`src/rtl/div_op_sequencer_if.sv`:
```
// Handshake bundle for the divider operand sequencer:
// operand input, divider side-band and result output.
interface div_op_sequencer_if;
    logic       in_valid;
    logic       in_ready;
    logic [3:0] in_dividend;
    logic [3:0] in_divisor;

    logic       div_start;
    logic [3:0] div_dividend;
    logic [3:0] div_divisor;
    logic [3:0] div_quotient;
    logic [3:0] div_remainder;
    logic       div_done;

    logic       out_valid;
    logic       out_ready;
    logic [3:0] out_quotient;
    logic [3:0] out_remainder;
    logic       out_dbz;
    logic       out_timeout;

    modport slave (
        input  in_valid, in_dividend, in_divisor,
        input  div_quotient, div_remainder, div_done,
        input  out_ready,
        output in_ready, div_start,
        output div_dividend, div_divisor,
        output out_valid, out_quotient, out_remainder,
        output out_dbz, out_timeout
    );

    modport master (
        output in_valid, in_dividend, in_divisor,
        output div_quotient, div_remainder, div_done,
        output out_ready,
        input  in_ready, div_start,
        input  div_dividend, div_divisor,
        input  out_valid, out_quotient, out_remainder,
        input  out_dbz, out_timeout
    );
endinterface

```
`src/rtl/div_op_sequencer.sv`:
```
// Operand FIFO and issue/wait/result sequencer in front of the
// 4-bit sequential divider, with divide-by-zero bypass and watchdog.
module div_op_sequencer #(
    parameter int FIFO_DEPTH = 4,
    parameter int TIMEOUT    = 15
) (
    input  logic               clk,
    input  logic               rst,
    div_op_sequencer_if.slave  bus
);
    localparam int AW = $clog2(FIFO_DEPTH);

    typedef enum logic [1:0] {
        IDLE,
        ISSUE,
        WAIT,
        RESULT
    } state_t;

    state_t state_q, state_d;

    logic [3:0]    mem_a_q [FIFO_DEPTH];
    logic [3:0]    mem_b_q [FIFO_DEPTH];
    logic [AW-1:0] wptr_q, rptr_q;
    logic [AW:0]   cnt_q;

    logic [3:0] wd_q, wd_d;
    logic       start_q, start_d;
    logic [3:0] quo_q, quo_d;
    logic [3:0] rem_q, rem_d;
    logic       dbz_q, dbz_d;
    logic       to_q, to_d;

    logic       push, pop, empty;
    logic [3:0] head_a, head_b;

    assign bus.in_ready = (cnt_q < (AW+1)'(FIFO_DEPTH));
    assign empty        = (cnt_q == '0);
    assign push         = bus.in_valid && bus.in_ready;
    assign pop          = (state_q == RESULT) && bus.out_ready;

    // Head is only retired on the result handshake, so the divider
    // sees stable operands for the whole operation.
    assign head_a           = mem_a_q[rptr_q];
    assign head_b           = mem_b_q[rptr_q];
    assign bus.div_dividend = head_a;
    assign bus.div_divisor  = head_b;

    assign bus.div_start     = start_q;
    assign bus.out_valid     = (state_q == RESULT);
    assign bus.out_quotient  = quo_q;
    assign bus.out_remainder = rem_q;
    assign bus.out_dbz       = dbz_q;
    assign bus.out_timeout   = to_q;

    always_ff @(posedge clk) begin
        if (push) begin
            mem_a_q[wptr_q] <= bus.in_dividend;
            mem_b_q[wptr_q] <= bus.in_divisor;
        end
    end

    always_ff @(posedge clk or posedge rst) begin
        if (rst) begin
            wptr_q <= '0;
            rptr_q <= '0;
            cnt_q  <= '0;
        end else begin
            if (push) wptr_q <= wptr_q + 1'b1;
            if (pop)  rptr_q <= rptr_q + 1'b1;
            unique case ({push, pop})
                2'b10:   cnt_q <= cnt_q + 1'b1;
                2'b01:   cnt_q <= cnt_q - 1'b1;
                default: cnt_q <= cnt_q;
            endcase
        end
    end

    always_comb begin
        state_d = state_q;
        start_d = 1'b0;
        wd_d    = wd_q;
        quo_d   = quo_q;
        rem_d   = rem_q;
        dbz_d   = dbz_q;
        to_d    = to_q;
        unique case (state_q)
            IDLE: begin
                if (!empty) begin
                    if (head_b != 4'd0) begin
                        state_d = ISSUE;
                        start_d = 1'b1;
                    end else begin
                        state_d = RESULT;
                        quo_d   = 4'hF;
                        rem_d   = head_a;
                        dbz_d   = 1'b1;
                        to_d    = 1'b0;
                    end
                end
            end
            ISSUE: begin
                wd_d    = '0;
                state_d = WAIT;
            end
            WAIT: begin
                wd_d = wd_q + 1'b1;
                // A done arriving on the expiry cycle still wins.
                if (bus.div_done) begin
                    state_d = RESULT;
                    quo_d   = bus.div_quotient;
                    rem_d   = bus.div_remainder;
                    dbz_d   = 1'b0;
                    to_d    = 1'b0;
                end else if (wd_q == 4'(TIMEOUT - 1)) begin
                    state_d = RESULT;
                    quo_d   = '0;
                    rem_d   = '0;
                    dbz_d   = 1'b0;
                    to_d    = 1'b1;
                end
            end
            RESULT: begin
                if (bus.out_ready) begin
                    state_d = IDLE;
                    dbz_d   = 1'b0;
                    to_d    = 1'b0;
                end
            end
            default: state_d = IDLE;
        endcase
    end

    always_ff @(posedge clk or posedge rst) begin
        if (rst) begin
            state_q <= IDLE;
            start_q <= 1'b0;
            wd_q    <= '0;
            quo_q   <= '0;
            rem_q   <= '0;
            dbz_q   <= 1'b0;
            to_q    <= 1'b0;
        end else begin
            state_q <= state_d;
            start_q <= start_d;
            wd_q    <= wd_d;
            quo_q   <= quo_d;
            rem_q   <= rem_d;
            dbz_q   <= dbz_d;
            to_q    <= to_d;
        end
    end
endmodule
```
`src/flat_wrapper.sv`:
```
// flat-port wrapper written by rule: the top's interface ports become plain ports
module div_op_sequencer_flat 
#(
    parameter int FIFO_DEPTH = 4,
    parameter int TIMEOUT    = 15
)
  (clk, rst, bus_in_valid, bus_in_dividend, bus_in_divisor, bus_div_quotient, bus_div_remainder, bus_div_done, bus_out_ready, bus_in_ready, bus_div_start, bus_div_dividend, bus_div_divisor, bus_out_valid, bus_out_quotient, bus_out_remainder, bus_out_dbz, bus_out_timeout);
  div_op_sequencer_if bus_i ();
  input  logic clk;
  input  logic rst;
  input wire logic [$bits(bus_i.in_valid)-1:0] bus_in_valid;
  input wire logic [$bits(bus_i.in_dividend)-1:0] bus_in_dividend;
  input wire logic [$bits(bus_i.in_divisor)-1:0] bus_in_divisor;
  input wire logic [$bits(bus_i.div_quotient)-1:0] bus_div_quotient;
  input wire logic [$bits(bus_i.div_remainder)-1:0] bus_div_remainder;
  input wire logic [$bits(bus_i.div_done)-1:0] bus_div_done;
  input wire logic [$bits(bus_i.out_ready)-1:0] bus_out_ready;
  output wire logic [$bits(bus_i.in_ready)-1:0] bus_in_ready;
  output wire logic [$bits(bus_i.div_start)-1:0] bus_div_start;
  output wire logic [$bits(bus_i.div_dividend)-1:0] bus_div_dividend;
  output wire logic [$bits(bus_i.div_divisor)-1:0] bus_div_divisor;
  output wire logic [$bits(bus_i.out_valid)-1:0] bus_out_valid;
  output wire logic [$bits(bus_i.out_quotient)-1:0] bus_out_quotient;
  output wire logic [$bits(bus_i.out_remainder)-1:0] bus_out_remainder;
  output wire logic [$bits(bus_i.out_dbz)-1:0] bus_out_dbz;
  output wire logic [$bits(bus_i.out_timeout)-1:0] bus_out_timeout;
  assign bus_i.in_valid = bus_in_valid;
  assign bus_i.in_dividend = bus_in_dividend;
  assign bus_i.in_divisor = bus_in_divisor;
  assign bus_i.div_quotient = bus_div_quotient;
  assign bus_i.div_remainder = bus_div_remainder;
  assign bus_i.div_done = bus_div_done;
  assign bus_i.out_ready = bus_out_ready;
  assign bus_in_ready = bus_i.in_ready;
  assign bus_div_start = bus_i.div_start;
  assign bus_div_dividend = bus_i.div_dividend;
  assign bus_div_divisor = bus_i.div_divisor;
  assign bus_out_valid = bus_i.out_valid;
  assign bus_out_quotient = bus_i.out_quotient;
  assign bus_out_remainder = bus_i.out_remainder;
  assign bus_out_dbz = bus_i.out_dbz;
  assign bus_out_timeout = bus_i.out_timeout;
  div_op_sequencer #(.FIFO_DEPTH(FIFO_DEPTH), .TIMEOUT(TIMEOUT)) u_core (.clk(clk), .rst(rst), .bus(bus_i));
endmodule
```
`config.mk`:
```
export PLATFORM = sky130hd
export DESIGN_NAME = div_op_sequencer_flat
export DESIGN_NICKNAME = d
export VERILOG_FILES = /design/src/rtl/div_op_sequencer_if.sv /design/src/rtl/div_op_sequencer.sv /design/src/flat_wrapper.sv
export SDC_FILE = /design/constraint.sdc
export NUM_CORES = 1
export LEC_CHECK = 0
export BUFFER_PORTS_ARGS = -buffer_cell sky130_fd_sc_hd__buf_4
export CAP_MARGIN = 20
export CORE_UTILIZATION = 30
export DETAILED_ROUTE_END_ITERATION = 7
export PLACE_DENSITY = 0.45
export SETUP_SLACK_MARGIN = 0.1
export SLEW_MARGIN = 20
export SYNTH_ARGS = -nofsm -noshare
export SYNTH_HDL_FRONTEND = slang
export SYNTH_SLANG_ARGS = --single-unit
```
`constraint.sdc`:
```
create_clock -name clk -period 2.6 [get_ports clk]
set_input_delay 0.26 -clock clk [delete_from_list [all_inputs] [get_ports clk]]
set_output_delay 0.26 -clock clk [all_outputs]
set_load 0.01 [all_outputs]
```
### After elaboration in Yosys (flattened, before gate mapping)

Memories as Yosys holds them, arrays and structs flattened.
Cells that the tools add are included.
Widths: inputs -> output; s select.

* add/sub/neg operators: 5
* $mul: 0
* divide/modulo/power cells: 0
* $lt $le $gt $ge: 1
* equal/unequal tests: 10
* shift-type cells: 0
* mux-type cells: 33
* bitwise logic cells: 0
* reduce and logical (&&, ||, !) cells: 12

Operator list (number)
* $mux 4: 7
* $pmux 4 s2: 3
* $mux 1: 14
* $mux 2: 5
* $pmux 2 s4: 1
* $eq 2x2->1 const B: 3
* $ne 2x2->1 const B: 3
* $pmux 1 s3: 2
* $pmux 3 s2: 1
* $reduce_bool 2->1: 3
* $reduce_and 5->1: 1
* $add 2x1->2 const B: 2
* $add 4x1->4 const B: 1
* $eq 2x1->1 const B: 2
* $eq 4x4->1 const B: 1
* $reduce_and 4->1: 1
* $reduce_bool 4->1: 1
* $add 3x1->3 const B: 1
* $logic_not 3->1: 1
* $lt 3x3->1 const B: 1
* $ne 3x2->1 const B: 1
* $reduce_and 3->1: 1
* $reduce_bool 3->1: 1
* $sub 3x1->3 const B: 1
* 2 further kinds: 3

* register bits after elaboration: 24
* bits in latches: 0
* RAM bits: 32
* bits in read-only memories: 0
* logic and storage cells: 73
* memories: 2

Memories
* u_core.mem_a_q: words 4, bits a word 4, rd ports 1, clocked after Yosys merged registers in 0, wr ports 1, RTL line div_op_sequencer.sv:22 `logic [3:0] mem_a_q [FIFO_DEPTH];`
* u_core.mem_b_q: words 4, bits a word 4, rd ports 1, clocked after Yosys merged registers in 0, wr ports 1, RTL line div_op_sequencer.sv:23 `logic [3:0] mem_b_q [FIFO_DEPTH];`

### Depth between registers and ports, before layout

Gate-level depths: netlist (run 1).
An unclocked memory read counts as a cell.

* word-level depth: 5
* depth in mapped cells: 9
* gate-level depth less buffers: 8

### Least setup slack after synthesis (run 1)

Ideal clock, no wire load.

* kind: reg-to-reg
* start: register u_core.rptr_q[0]
* end: register u_core.quo_q[0] (netlist: u_core.bus.out_quotient[0])
* arrival time: 1.963 ns
* slack: 0.513 ns
* stages on the path, launching flop included: 6
* period minus slack after synthesis: 2.087 ns
* cell sequence: dfrtp_1 -> buf_6 -> mux4_2 -> o41ai_4 -> o211ai_4 -> mux2_2

* word-level cells in the longest chain between the ends: 4

RTL lines
* start, declared: RTL line div_op_sequencer.sv:24 `logic [AW-1:0] wptr_q, rptr_q;`
* start signal, assigned: RTL line div_op_sequencer.sv:70 `if (pop) rptr_q <= rptr_q + 1'b1;`
* $mem_v2 4x4
* via bus_div_divisor[0]: RTL line flat_wrapper.sv:21 `output wire logic [$bits(bus_i.div_divisor)-1:0] bus_div_divisor;`
* $reduce_bool 4->1: RTL line div_op_sequencer.sv:90 `if (head_b != 4'd0) begin`
* $ne 2x2->1 (no source line)
* $reduce_and 4->1 (no source line)
* end signal, assigned: RTL line div_op_sequencer.sv:147 `quo_q <= quo_d;`
* end, declared: RTL line div_op_sequencer.sv:29 `logic [3:0] quo_q, quo_d;`

The timed path passes the listed nets, and every way through them passes these cells.
A chain may end at the register's enable or synchronous reset.

### Final worst setup path (run 1)

* start: register u_core.rptr_q[0]
* end: register u_core.quo_q[3] (netlist: u_core.bus.out_quotient[3])

* word-level cells in the longest chain between the ends: 4

RTL lines (RTL line)
* $mem_v2 4x4
* $reduce_bool 4->1: div_op_sequencer.sv:90
* $ne 2x2->1 (no source line)
* $reduce_and 4->1 (no source line)

Every way passes these cells.

==> results of run 1 <==
-- final cells by class --
type | count | area [um^2] | share of cell area, %
Inverter | 18 | 67.6 | 2.22
Sequential cell | 56 | 1560 | 51.3
Clock buffer | 5 | 68.8 | 2.26
Clock inverter | 3 | 27.5 | 0.904
Tap cell | 105 | 131 | 4.31
Multi-Input combinational cell | 93 | 866 | 28.4
Timing Repair Buffer | 43 | 323 | 10.6
-- kinds of logic after synthesis --
logic type                 synth area share, %
adders and majority gates                 6.74
and+or+nand+nor                           6.99
xor gates and xnor gates                  2.08
DFF                                       61.8
muxes                                     13.1
buffers and inverters                     3.87
AOI/OAI and AO/OA                         5.35
-- power by group through the flow --
stage	logic (W)	clock network, W	registers (W)
5_1_grt	0.00165	0.000559	0.00139
2_1_floorplan	0.00101	0	0.00133
3_5_place_dp	0.00149	0	0.00138
4_1_cts	0.00149	0.000532	0.00136
3_3_place_gp	0.00149	0	0.00138
6_report	0.00145	0.000509	0.00135
-- sequential cells by signal, indices dropped and copies added, names as in the netlist --
signal / cells
u_core.bus.out_quotient: 4
u_core.rptr_q: 2
u_core.wptr_q: 2
u_core.bus.out_dbz: 1
u_core.mem_b_q: 16
u_core.cnt_q: 3
u_core.bus.out_timeout: 1
u_core.mem_a_q: 16
u_core.bus.div_start: 1
u_core.bus.out_remainder: 4
u_core.state_q: 2
u_core.wd_q: 4
-- cells in the final DEF (no fill, tap or decap), drive strengths merged, types with 4 or more instances in the layout --
cell type  Yosys  final
nand2         15     15
mux2          10     10
clkbuf         5      5
edfxtp        32     32
inv           18     18
and2           5      5
xnor2          4      4
nand3          6      6
ha            12     12
dfrtp         24     24
o21ai         10     10
nor2           4      4
mux4           8      8
buf            1     43
-- worst max-delay path by stage --
stage / from / endpoint / slack [ns] / cells after the start
finish: u_core.rptr_q[0] / u_core.bus.out_quotient[3] / 0.28 / 4
global route: u_core.rptr_q[0] / u_core.bus.out_remainder[0] / 0.12 / 4
CTS: u_core.rptr_q[0] / u_core.bus.out_quotient[3] / 0.23 / 4
detailed placement: u_core.rptr_q[0] / u_core.bus.out_quotient[3] / 0.26 / 4
global placement: u_core.rptr_q[0] / u_core.bus.out_quotient[1] / 0.27 / 4
floorplan: u_core.rptr_q[0] / u_core.bus.out_quotient[0] / 0.51 / 5
-- metal layers --
metal,wire length (um),part of all wire [%],up-vias
met1,2110,45,703
met4,42,0.90,0
met3,326,7.0,5
met2,2200,47,34
li1,-,-,700
met5,0,0,-
-- metrics by stage --
stage / worst slack, ns / total power (W) / area, um^2 / hold WS [ns]
global route: 0.121 / 0.00360 / 3050 / 0.0762
finish: 0.278 / 0.00331 / 3050 / 0.0277
detailed placement: 0.262 / 0.00286 / 2950 / 0.462
CTS: 0.226 / 0.00338 / 3050 / 0.129
global placement: 0.271 / 0.00287 / 2950 / 0.463
floorplan: 0.513 / 0.00235 / 2520 / 0.275
==> results.json, run 1 <==
{
  "ys.flop_type": "edfxtp_1",
  "synth_top_area_cell": "edfxtp_1",
  "viasPerCell": 4.46,
  "grt-ovfl-total": 0,
  "grt_busiest_layer": "met2",
  "avgRoutedWirePerCell_um": 14.5,
  "root_buffer": "clkbuf_8",
  "antenna_cells": 0,
  "dp_cells": 315,
  "ctsResizeCount": 0,
  "internal_power_w": 0.00211,
  "portBuffers": 41,
  "cp-start-kind": "flip-flop",
  "synth_common_cells": "32 x edfxtp_1, 24 x dfrtp_1, 18 x inv_1, 15 x nand2_1, 12 x ha_1",
  "path_buf_inv": 0,
  "reg2reg_from": "u_core.rptr_q[0]",
  "worstHoldPathType": "primary input to asynchronous set/reset pin",
  "drc": 0,
  "use_met1_pct": 14.9,
  "syn-num-nets": 207,
  "pwr-share-comb_pct": 43.9,
  "cts_tree": "built",
  "cts.path.max_buffers": 2,
  "reg2reg_depth": 4,
  "firstDrtPassIters": 4,
  "pwr-share-seq_pct": 40.8,
  "switching_power_w": 0.00120,
  "dieArea_mm2": 0.00879,
  "finalNonFillerCells": 323,
  "cpMaxStageDelayCell": "mux4_2",
  "cp_cell_sequence": "mux4_2 > o41ai_4 > o211ai_4 > mux2_2",
  "drt-initial-drc-count": 26,
  "drv_cap": 0,
  "htreeDepth": 2,
  "ys_top_cells_by_area": "edfxtp_1 38%, dfrtp_1 24%, ha_1 5.9%",
  "syn_inst": 173,
  "start_util_pct": 30.9,
  "ir_drop_mv": 0.299,
  "io_pins": 42,
  "grt_pass1_wl_mm": 7.63,
  "core_mm2": 0.00818,
  "ff2ff_setup_slack_ns": 0.28,
  "fin_tns_setup_ns": 0,
  "area_delta_synth_final_pct": 20.6,
  "grt_pass1_vias": 1471,
  "leakagePower_nw": 1.25,
  "synth_edf_count": 32,
  "holdBufCountCts": 0,
  "pwr-share-clk_pct": 15.4,
  "period_minus_slack_ns": 2.32,
  "clkLatencyLatePin_ns": 0.31,
  "required_ns": 2.81,
  "dieHeight_um": 93.7,
  "drv_slew": 0,
  "rsz0062_at_grt": "no",
  "drt-total-wl_mm": 4.68,
  "fin_crit_sh_pct": 89.3,
  "grt.met3_usage_pct": 4.05,
  "finalHoldViolCount": 0,
  "synth_top_area_share_pct": 38.1,
  "setup_viol": 0,
  "synth.distinct_cells": 29,
  "met2_usage_pct": 18.4,
  "antenna_left": 0,
  "dp_hpwl_mm": 3.35,
  "cts_setup_buffers": 0,
  "swShare_pct": 36.3,
  "synth_area_per_cell_um2": 14.6,
  "worstSetupPathType": "flip-flop to flip-flop",
  "synthMostInstantiatedCell": "edfxtp_1",
  "tightest_slew_ns": 0.920,
  "max_stage_delay_ns": 0.61,
  "clock.fmax_mhz": 431,
  "netlist_area_mm2": 0.00252,
  "cp-end-kind": "flip-flop",
  "path_clk_slew_ns": 0.11,
  "yosysSeqAreaShare_pct": 61.8,
  "arrival_ns": 2.53,
  "die_w_um": 93.7,
  "grtUsageTotal_pct": 11.7,
  "status": "finished clean",
  "post-route-util_pct": 37.3,
  "row_count": 33,
  "grt_max_degree": 25,
  "r2r-end": "u_core.bus.out_quotient[3]",
  "antenna_found_initial": 0,
  "powerDensity_mw_per_mm2": 1090,
  "clkSinkCount": 56,
  "vias": 1442,
  "layout-drive-gt1-share_pct": 30.3,
  "cp_top_family": "multiplexers",
  "finClkSkew_ns": 0.00436,
  "path_max_fanout": 8,
  "fill_cells": 829,
  "yosysWarnings": 0,
  "synth_seq_cells": 56,
  "async_flop_share_pct": 42.9,
  "routabilityCongestion": 0.697,
  "fin_nets": 251,
  "max-slew-margin-rel_pct": 38.3,
  "cts_inserted_buffers": 5
}
No activity file was read; power rests on OpenSTA's default activity.
==> run 2, diff against run 1 <==
- ABC_CLOCK_PERIOD_IN_PS: default -> 3000
- clock period: 2.6 -> 3 ns (I/O delays scaled with it)
==> results.json, run 2 (synthesis gave the netlist of run 1 again) <==
{
  "path_max_fanout": 10,
  "row_count": 33,
  "clock.fmax_mhz": 407,
  "drt-initial-drc-count": 22,
  "r2r-end": "u_core.bus.out_quotient[3]",
  "ctsResizeCount": 0,
  "leakagePower_nw": 1.24,
  "vias": 1437,
  "cts.path.max_buffers": 2,
  "max-slew-margin-rel_pct": 41.1,
  "required_ns": 3.21,
  "drv_cap": 0,
  "grt_pass1_vias": 1450,
  "setup_viol": 0,
  "status": "finished clean",
  "reg2reg_from": "u_core.rptr_q[0]",
  "cts_inserted_buffers": 5,
  "avgRoutedWirePerCell_um": 14.2,
  "antenna_cells": 0,
  "clkSinkCount": 56,
  "drc": 0,
  "antenna_found_initial": 0,
  "grt_pass1_wl_mm": 7.41,
  "met2_usage_pct": 18.2,
  "path_clk_slew_ns": 0.11,
  "layout_commonest_cell": "buf_4",
  "clkLatencyLatePin_ns": 0.31,
  "root_buffer": "clkbuf_8",
  "holdBufCountCts": 0,
  "grt_max_degree": 25,
  "finalHoldViolCount": 0,
  "layout-drive-gt1-share_pct": 30.0,
  "layout_common_cells": "42 x buf_4, 32 x edfxtp_1, 24 x dfrtp_1",
  "fin_crit_sh_pct": 81.9,
  "cp-start-kind": "flip-flop",
  "io_pins": 42,
  "firstDrtPassIters": 4,
  "dieHeight_um": 93.7,
  "period_minus_slack_ns": 2.46,
  "area_delta_synth_final_pct": 20.3,
  "start_util_pct": 30.9,
  "fin_ws_ns": 0.544,
  "worstHoldPathType": "primary input to asynchronous set/reset pin",
  "finClkSkew_ns": 0.00989,
  "cts_tree": "built",
  "cp-end-kind": "flip-flop",
  "cts_setup_buffers": 0,
  "reg_top3": "u_core.mem_a_q x16, u_core.mem_b_q x16",
  "viasPerCell": 4.46,
  "routabilityCongestion": 0.707,
  "reg2reg_depth": 4,
  "fin_tns_setup_ns": 0,
  "htreeDepth": 2,
  "drt-total-wl_mm": 4.58,
  "drv_slew": 0,
  "fill_cells": 800,
  "antenna_left": 0,
  "grt.met3_usage_pct": 3.40,
  "core_mm2": 0.00818,
  "pre_cts_slack_ns": 0.538,
  "ff2ff_setup_slack_ns": 0.54,
  "die_w_um": 93.7,
  "arrival_ns": 2.66,
  "fin_nets": 250,
  "rsz0062_at_grt": "no",
  "portBuffers": 41,
  "powerDensity_mw_per_mm2": 939,
  "place_area_mm2": 0.00294,
  "grtUsageTotal_pct": 11.4,
  "tightest_slew_ns": 0.878,
  "use_met1_pct": 14.9,
  "dp_hpwl_mm": 3.29,
  "dieArea_mm2": 0.00879,
  "worstSetupPathType": "flip-flop to flip-flop",
  "grt-ovfl-total": 0,
  "fin_area_mm2": 0.00304,
  "grt_busiest_layer": "met2",
  "ir_drop_mv": 0.330
}
==> run 2: changes by cell type in the layout (fill, tap and decap cells not counted) <==
| cell | delta |
|---|---|
| inv_8 | -1 |
| clkinvlp_4 | -1 |
| inv_6 | +1 |
| clkinv_4 | +1 |
| buf_4 | -1 |
==> run 2: worst max-delay path by stage <==
stage                                start                           to  slack [ns]  cells after the start
after floorplan           u_core.rptr_q[0]   u_core.bus.out_quotient[0]        0.91                      5
after global placement    u_core.rptr_q[0]   u_core.bus.out_quotient[2]        0.54                      4
after detailed placement  u_core.rptr_q[0]  u_core.bus.out_remainder[0]        0.54                      4
after CTS                 u_core.rptr_q[0]   u_core.bus.out_quotient[3]        0.51                      4
after global routing      u_core.rptr_q[0]  u_core.bus.out_remainder[0]        0.38                      4
final                     u_core.rptr_q[0]   u_core.bus.out_quotient[3]        0.54                      4
==> run 2: metrics by stage <==
stage               hold slack [ns]  instances  utilization [%]  power [W]
finish                       0.0607        322             37.1    0.00285
global route                  0.112        322             37.1    0.00310
CTS                           0.165        322             37.1    0.00291
detailed placement            0.488        314             36.0    0.00247
global placement              0.490        314             36.0    0.00247
floorplan                     0.315        173                -    0.00203
==> run 2: power breakdown <==
part           leakage [nW]  internal [W]  total [W]  switching [W]
Clock                0.0487      0.000171   0.000432       0.000261
Combinational         0.617      0.000622    0.00123       0.000611
Sequential            0.579       0.00103    0.00119       0.000157
Total                  1.24       0.00182    0.00285        0.00103
==> run 2: worst max-delay path, cell delays in order, from the launching register on <==
cell      delay (ns)
dfrtp_1         0.69
mux4_2          0.64
o41ai_4         0.50
o211ai_4        0.21
mux2_2          0.31
==> run 2: layout make-up <==
class	count	area, um^2	area share (%)
inverter	18	67.6	2.22
multi-input combinational	93	866	28.5
timing repair buffer	42	315	10.4
clock inverter	3	26.3	0.865
clock buffer	5	68.8	2.27
sequential	56	1560	51.4
tap	105	131	4.33
==> run 2: routing by layer <==
metal	wire length, um	up-vias
li1	-	700
met1	2140	693
met2	2150	39
met3	254	5
met4	38	0
met5	0	-
==> run 3, diff against run 2 <==
- ABC_AREA: default -> 1
- ABC_CLOCK_PERIOD_IN_PS: 3000 -> 2000
- PLACE_DENSITY: 0.45 -> 0.46
- clock period: 3 -> 2 ns (I/O delays scaled with it)
==> results.json, run 3 <==
{
  "worstSetupPathType": "flip-flop to flip-flop",
  "syn_inst": 261,
  "cts.path.max_buffers": 2,
  "clock.fmax_mhz": 561,
  "drc": 0,
  "finalNonFillerCells": 426,
  "die_w_um": 95.4,
  "dieHeight_um": 95.4,
  "fin_crit_sh_pct": 89.1,
  "cts_tree": "built",
  "grt-ovfl-total": 0,
  "synth_area_per_cell_um2": 10.0,
  "firstDrtPassIters": 4,
  "grt_pass1_vias": 1716,
  "fill_cells": 862,
  "dp_cells": 415,
  "worstHoldPathType": "primary input to flip-flop",
  "startpoint": "u_core.state_q[0]",
  "clkLatencyLatePin_ns": 0.30,
  "place_area_mm2": 0.00312,
  "htreeDepth": 2,
  "reg2reg_depth": 9,
  "powerDensity_mw_per_mm2": 1510,
  "start_util_pct": 31.4,
  "fin_nets": 354,
  "synth_common_cells": "81 x nand2_1, 32 x edfxtp_1, 24 x dfrtp_1, 24 x inv_1, 22 x nand3_1",
  "ys_top_cells_by_area": "edfxtp_1 37%, dfrtp_1 23%, nand2_1 12%",
  "cp-start-kind": "flip-flop",
  "drt-initial-drc-count": 44,
  "rsz0062_at_grt": "no",
  "fin_tns_setup_ns": 0,
  "leakagePower_nw": 1.50,
  "portBuffers": 41,
  "netlist_area_mm2": 0.00262,
  "drv_cap": 0,
  "synthMostInstantiatedCell": "nand2_1",
  "path_clk_slew_ns": 0.10,
  "grt_max_degree": 25,
  "cp_top_family": "adder cells",
  "hold_path_end": "u_core.mem_a_q[1][2]",
  "synth_top_area_cell": "edfxtp_1",
  "cts_inserted_buffers": 5,
  "post-route-util_pct": 39.3,
  "max-slew-margin-rel_pct": 70.7,
  "cp_cell_sequence": "ha_2 > nand2_2 > inv_2 > ha_2 > inv_2 > fa_2 > a21oi_1 > o21ai_1 > xor2_1",
  "path_buf_inv": 2,
  "dp_hpwl_mm": 3.97,
  "hold_depth": 1,
  "r2r-end": "u_core.cnt_q[2]",
  "syn-num-nets": 295,
  "yosysWarnings": 0,
  "routabilityCongestion": 0.706,
  "viasPerCell": 4.29,
  "layout_common_cells": "80 x nand2_1, 59 x buf_4, 32 x edfxtp_1",
  "ir_drop_mv": 0.551,
  "finalHoldViolCount": 0,
  "antenna_left": 0,
  "dieArea_mm2": 0.00911,
  "core_mm2": 0.00834,
  "p_total_w": 0.00494,
  "antenna_cells": 0,
  "io_pins": 42,
  "reg_top3": "u_core.mem_a_q x16, u_core.mem_b_q x16",
  "max_stage_delay_ns": 0.40,
  "required_ns": 2.20,
  "status": "finished clean",
  "path_max_fanout": 3,
  "grtUsageTotal_pct": 13.0,
  "reg2reg_from": "u_core.state_q[0]",
  "clkSinkCount": 56,
  "tightest_slew_ns": 0.438,
  "vias": 1827,
  "cpMaxStageDelayCell": "dfrtp_1",
  "min_from": "bus_in_dividend[2]",
  "synth_top_area_share_pct": 36.7,
  "cp-end-kind": "flip-flop",
  "avgRoutedWirePerCell_um": 12.6,
  "arrival_ns": 1.98,
  "yosysSeqAreaShare_pct": 59.6,
  "row_count": 33,
  "ys.flop_type": "edfxtp_1",
  "root_buffer": "clkbuf_8",
  "grt_pass1_wl_mm": 8.71,
  "layout-drive-gt1-share_pct": 27.1,
  "synth_edf_count": 32,
  "setup_viol": 0,
  "synth.distinct_cells": 27,
  "synth_seq_cells": 56,
  "area_delta_synth_final_pct": 25.0,
  "finClkSkew_ns": 0.00653,
  "antenna_found_initial": 0,
  "layout_commonest_cell": "nand2_1",
  "fin_area_mm2": 0.00327,
  "ff2ff_setup_slack_ns": 0.22,
  "drv_slew": 0,
  "drt-total-wl_mm": 5.36,
  "period_minus_slack_ns": 1.78,
  "async_flop_share_pct": 42.9
}
-- run 3: cell types whose count changed after synthesis, moves of 4 or more --
cell      before  now
mux2_2        10    0
clkbuf_1       5    1
a21oi_1        1    5
nor2_1         4   19
nand3_1        6   22
mux4_1         5    0
nand2_1       15   81
and2_1         5    0
nand2_2        0    4
inv_1         18   24
-- run 3: through the flow --
step                setup WS [ns]  hold WS, ns
floorplan                   0.133        0.215
global placement            0.176        0.282
detailed placement          0.141        0.280
CTS                         0.131       0.0816
global route               0.0874       0.0694
finish                      0.218       0.0930
-- run 3: cell type report --
type	instances	area (um^2)	area share (%)
sequential	56	1560	47.7
multi-input combinational	171	912	27.9
timing repair buffer	60	453	13.8
tap	105	131	4.01
inverter	26	100	3.06
clock buffer	5	68.8	2.10
clock inverter	3	46.3	1.41
-- run 3: cell families (layout without fill, tap and decap cells) --
logic type	after synthesis	count (layout)	share of synthesized area [%]
DFF	56	56	59.6
adders and majority gates	13	13	6.50
and+or+nand+nor	131	131	20.9
xor gates and xnor gates	5	5	1.67
buffers and inverters	34	94	6.12
AOI/OAI and AO/OA	22	22	5.21
-- run 3: worst max path at each step --
| stage | depth (start not counted) | endpoint |
|---|---|---|
| floorplan | 9 | u_core.cnt_q[2] |
| detailed placement | 9 | u_core.cnt_q[2] |
| global route | 9 | u_core.cnt_q[2] |
| finish | 9 | u_core.cnt_q[2] |
| global placement | 9 | u_core.cnt_q[2] |
| CTS | 9 | u_core.cnt_q[2] |
-- run 3: repair_timing --
| item | 4_1_cts | 5_1_grt |
|---|---|---|
| cloned | 0 | 0 |
| hold buffers | 1 | 0 |
| gates resized for setup | 1 | 12 |
| pin swaps | 0 | 5 |
| buffers inserted | 0 | 2 |
| endpoints found under the setup margin | 1 | 12 |
| hold endpoints to repair | 24 | 0 |
-- run 3: layer usage --
layer  global-route usage (%)  vias to the layer above  part of all wire [%]
li1                         -                      959                     -
met1                     17.9                      841                    48
met2                     20.2                       23                    48
met3                     2.95                        4                   3.1
met4                     3.73                        0                  0.86
met5                        0                        -                     0
-- run 3: where the power goes --
part | switching [W] | leakage [nW] | internal, W
Combinational | 0.00141 | 0.865 | 0.00105
Sequential | 0.000199 | 0.584 | 0.00154
Clock | 0.000370 | 0.0548 | 0.000378
Total | 0.00198 | 1.50 | 0.00296
